[config.mk]
export PLATFORM = sky130hd
export DESIGN_NAME = tri_st_add_cspre
export DESIGN_NICKNAME = d
export VERILOG_FILES = /design/src/rtl/tri_st_add_pkg.sv /design/src/rtl/tri_st_add_bytesum.sv /design/src/rtl/tri_st_add_cspre.sv
export SDC_FILE = /design/constraint.sdc
export NUM_CORES = 1
export LEC_CHECK = 0
export BUFFER_PORTS_ARGS = -buffer_cell sky130_fd_sc_hd__buf_2
export CAP_MARGIN = 30
export CORE_AREA = 2 2 142 144
export DETAILED_ROUTE_END_ITERATION = 12
export DIE_AREA = 0 0 144 146
export MAX_ROUTING_LAYER = met4
export PLACE_DENSITY = 0.77
export SLEW_MARGIN = 10
export SYNTH_ARGS = -nofsm -noshare
export SYNTH_HDL_FRONTEND = slang
export SYNTH_SLANG_ARGS = --single-unit
export TNS_END_PERCENT = 30
[constraint.sdc]
create_clock -name clk -period 8.35 [get_ports clk]
set_input_delay 1.67 -clock clk [delete_from_list [all_inputs] [get_ports clk]]
set_output_delay 1.67 -clock clk [all_outputs]
set_load 0.01 [all_outputs]
[src/rtl/tri_st_add_pkg.sv]
// Shared constants and types for the 64-bit store/fixed-point adder slice.
// Bit and byte numbering is big-endian: index 0 is most significant.
package tri_st_add_pkg;

  localparam int ADD_W     = 64;
  localparam int ADD_BYTES = 8;

  typedef logic [0:ADD_BYTES-1] add_byte_t;

endpackage

[src/rtl/tri_st_add_bytesum.sv]
// Combinational byte adder: conditional sums for byte carry-in 0 and 1,
// plus the byte generate (carry out with cin=0) and propagate (carry out with cin=1).
module tri_st_add_bytesum (
  input  logic [0:7] a,
  input  logic [0:7] b_eff,
  output logic [0:7] sum0,
  output logic [0:7] sum1,
  output logic       g,
  output logic       p
);

  logic [8:0] w_s0;
  logic [8:0] w_s1;

  assign w_s0 = {1'b0, a} + {1'b0, b_eff};
  assign w_s1 = {1'b0, a} + {1'b0, b_eff} + 9'd1;

  assign sum0 = w_s0[7:0];
  assign sum1 = w_s1[7:0];
  assign g    = w_s0[8];
  assign p    = w_s1[8];

endmodule

[src/rtl/tri_st_add_cspre.sv]
// Carry-select precompute stage: registers per-byte conditional sums and byte carry-ins.
// Optional macro TRI_ST_ADD_OVF_EN builds the registered carry-out and signed-overflow flags.
module tri_st_add_cspre
  import tri_st_add_pkg::*;
(
  input  logic             clk,
  input  logic             rst,
  input  logic             in_vld,
  output logic             in_rdy,
  input  logic [0:ADD_W-1] a,
  input  logic [0:ADD_W-1] b,
  input  logic             cin,
  input  logic             sub,
  input  logic             flush,
  output logic             out_vld,
  input  logic             out_rdy,
  output logic [0:ADD_W-1] sum0,
  output logic [0:ADD_W-1] sum1,
  output add_byte_t        ci_b,
  output logic             co,
  output logic             ov
);

  logic [0:ADD_W-1] w_b_eff;
  logic             w_c_eff;
  logic [0:ADD_W-1] w_sum0;
  logic [0:ADD_W-1] w_sum1;
  add_byte_t        w_g;
  add_byte_t        w_p;
  add_byte_t        w_c;
  logic             w_accept;

  logic             r_out_vld;
  logic [0:ADD_W-1] r_sum0;
  logic [0:ADD_W-1] r_sum1;
  add_byte_t        r_ci_b;

  assign w_b_eff = sub ? ~b : b;
  assign w_c_eff = sub | cin;

  for (genvar k = 0; k < ADD_BYTES; k++) begin : g_byte
    tri_st_add_bytesum u_bytesum (
      .a     (a[8*k +: 8]),
      .b_eff (w_b_eff[8*k +: 8]),
      .sum0  (w_sum0[8*k +: 8]),
      .sum1  (w_sum1[8*k +: 8]),
      .g     (w_g[k]),
      .p     (w_p[k])
    );
  end

  // Byte-level lookahead ripples from the least significant byte (7) upward.
  // NOTE: every variable written here gets a value on every path, so no latch is inferred.
  always_comb begin
    logic w_carry;
    w_carry = w_c_eff;
    w_c     = '0;
    for (int k = ADD_BYTES-1; k >= 1; k--) begin
      w_c[k]  = w_carry;
      w_carry = w_g[k] | (w_p[k] & w_carry);
    end
    w_c[0] = w_carry;
  end

  assign in_rdy   = (~r_out_vld | out_rdy) & ~flush;
  assign w_accept = in_vld & in_rdy;

  // NOTE: state uses non-blocking assignments so every flop samples pre-edge values.
  // NOTE: data registers are reset too, because downstream observes their reset values.
  always_ff @(posedge clk) begin
    if (rst) begin
      r_out_vld <= 1'b0;
      r_sum0    <= '0;
      r_sum1    <= '0;
      r_ci_b    <= '1;
    end else if (flush) begin
      r_out_vld <= 1'b0;
    end else if (w_accept) begin
      r_out_vld <= 1'b1;
      r_sum0    <= w_sum0;
      r_sum1    <= w_sum1;
      r_ci_b    <= ~w_c;
    end else if (out_rdy) begin
      r_out_vld <= 1'b0;
    end
  end

  assign out_vld = r_out_vld;
  assign sum0    = r_sum0;
  assign sum1    = r_sum1;
  assign ci_b    = r_ci_b;

`ifdef TRI_ST_ADD_OVF_EN
  logic w_co;
  logic w_c_bit0;
  logic r_co;
  logic r_ov;

  // Carry into bit 0 is recovered from the selected sum bit: s = a ^ b ^ cin.
  assign w_co     = w_g[0] | (w_p[0] & w_c[0]);
  assign w_c_bit0 = (w_c[0] ? w_sum1[0] : w_sum0[0]) ^ a[0] ^ w_b_eff[0];

  always_ff @(posedge clk) begin
    if (rst) begin
      r_co <= 1'b0;
      r_ov <= 1'b0;
    end else if (!flush && w_accept) begin
      r_co <= w_co;
      r_ov <= w_co ^ w_c_bit0;
    end
  end

  assign co = r_co;
  assign ov = r_ov;
`else
  logic w_unused_ovf;
  assign w_unused_ovf = w_g[0] ^ w_p[0];
  assign co = 1'b0;
  assign ov = 1'b0;
`endif

endmodule

==> results_dict.tcl <==
set metrics [dict create \
    insertion_delay_ns 0.41 \
    areaGrowthSynthToFinish_pct 25.8 \
    grt_max_degree 101 \
    cts_setup_buffers 0 \
    ys_seq_elements 137 \
    min_period_over_period_pct 61.9 \
    total_power_mw 2.34 \
    fillers 1799 \
    syn_area_mm2 0.00864 \
    finClkSkew_ns 0.00659 \
    min_from "sum0[36]" \
    path_max_fanout 50 \
    drt_wl_total_um 22700 \
    worstSetupPathType "in -> reg" \
    setup_slack_ns 3.18 \
    vias 8030 \
    htreeDepth 4 \
    layout_common_cells "buf_2, nand2_1, dfxtp_1" \
    pre_cts_ws_ns 2.77 \
    leakage_nw 5.01 \
    fin_tns_setup_ns 0 \
    final.min_clock_period_ns 5.17 \
    overflow 0 \
    max_freq_mhz 193 \
    critPathLaunchType "input pin" \
    slew_violations 0 \
    ir_drop_mv 0.128 \
    dr.pass1.iters 4 \
    port_buffers 272 \
    drc_errors 0 \
    r2r_end "sum1[7]" \
    clock-root-buffer "clkbuf_16" \
    cts_sinks 137 \
    rr_startpoint "out_vld" \
    relSlewSlack_pct 41.5 \
    synth_area_leaders "dfxtp_1, ha_1, xor2_1" \
    ant_nets 0 \
    setup_violations 0 \
    layout.nets 1513 \
    yosysSeqAreaShare_pct 31.7 \
    ys.flop_type "dfxtp_1" \
    fp.dieW_um 144 \
    yosysWarnings 0 \
    n_antenna_cell 0 \
    die_area_mm2 0.0210 \
    routedWlPerCell_um 14.4 \
    crit_arrival_ns 5.45 \
    cts_tree "yes" \
    hold_violations 0 \
    layout_commonest_cell "buf_2" \
    postLayoutCoreUtil_pct 56.2 \
    status "completed" \
    first_iter_violations 254 \
    whs_path_depth 2 \
    synth_cells 1054 \
    gp_congestion 0.899 \
    clockBufferDepth 2 \
    post_cts_resized 0 \
    reg2reg_slack_ns 5.72 \
    ctsHoldBuffers 0 \
    synth_edf_count 0 \
    grt_usage_pct 22.0 \
    grt_pass1_wl_um 36500 \
    maxCapViolations 0 \
    worst-r2r-cell-count 8 \
    path_clk_slew_ns 0.06 \
    grt_pass1_vias 7813 \
    synth-async-reset-ratio_pct 0 \
    tightestPinTransition_ns 0.878 \
    io_pins 275 \
    rsz0062_at_grt "no" \
    powerDensity_mw_per_mm2 216 \
    cp.required_ns 8.62 \
    num_rows 51 \
    hp-class "reg -> reg" \
    min_to "sum0[36]" \
    end_kind "flop" \
    numCtsBuffers 17 \
    start_util_pct 44.7 \
    synth_top_area_cell "dfxtp_1" \
    syn_area_per_cell_um2 8.20 \
    yosys.cell_types.count 66 \
    antenna_found_initial 0 \
    routed_via_density 5.10 \
    dp_hpwl_um 17300 \
    drive_gt1_share_pct 24.9 \
    fp.coreArea_mm2 0.0193 \
    fin_hold_ws_ns 0.450 \
    synth.top_cell.area_share_pct 31.7 \
    fp.dieH_um 146 \
]
final cells by class:
type	instances	area [um^2]	area share (%)
inverter	42	158	1.45
sequential	137	2740	25.2
timing repair buffer	277	1440	13.3
multi-input combinational	823	5550	51.0
clock inverter	11	195	1.80
clock buffer	21	450	4.14
tap	265	332	3.05
layer usage:
metal  part of all wire [%]  vias to the layer above  global-route usage [%]
li1                       -                     4095                       -
met1                     43                     3641                    25.8
met2                     48                      242                    36.5
met3                    5.0                       52                    4.48
met4                    3.3                        0                    9.26
met5                      0                        -                       -
per-stage QoR:
stage / instances / cell area, um^2
final: 1576 / 10900
after global routing: 1576 / 10900
after CTS: 1575 / 10800
after detailed placement: 1543 / 10200
after global placement: 1542 / 10200
after floorplan: 1055 / 8640
critical path: stages:
cell	delay (ns)
buf_4	0.63
buf_4	0.40
xor2_1	0.24
ha_1	0.27
a21o_1	0.20
a211o_1	0.31
a2111oi_0	0.36
nor3_1	0.13
xor2_1	0.27
nand2_1	0.11
or4_1	0.47
o21ai_1	0.23
a32oi_1	0.14
sequential cells by signal, indices dropped and copies added, names as in the netlist:
register,count
sum1,64
ci_b,8
sum0,64
out_vld,1
cells in the mapped netlist (8+ instances only):
master and instances:
clkbuf_1 46, dfxtp_1 137, a21oi_1 92, ha_1 72, nor3_1 10, inv_1 42
nor2_1 115, o21a_1 12, xor2_1 88, a211oi_1 54, a21o_1 8, xnor2_1 61
nand2_1 145, nand2b_1 9, and3_1 16, nand3_1 12, fa_1 8, o21ai_0 31
nor2b_1 11
worst max-delay path by stage:
stage / from / endpoint / slack [ns] / cells after the start
floorplan: sub / ci_b[7] / 3.32 / 15
global placement: sub / ci_b[7] / 2.88 / 15
detailed placement: sub / ci_b[7] / 2.77 / 13
CTS: sub / ci_b[7] / 3.21 / 15
global route: sub / ci_b[7] / 2.89 / 13
finish: sub / ci_b[7] / 3.18 / 13
power breakdown:
group / internal (mW) / switching [mW] / total [mW]
logic: 0.327 / 0.445 / 0.772
clock network: 0.539 / 0.291 / 0.829
registers: 0.712 / 0.0292 / 0.741
total: 1.58 / 0.765 / 2.34
kinds of logic after synthesis:
kind of cell,count (synthesis),share of synthesized area [%]
and+or+nand+nor,340,17.0
AOI/OAI and AO/OA,248,19.0
xor gates and xnor gates,152,15.7
DFF,137,31.7
buffers and inverters,95,4.21
adders and majority gates,80,12.3
other,1,0.0434
muxes,1,0.116
(Power assumes the default switching activity.)
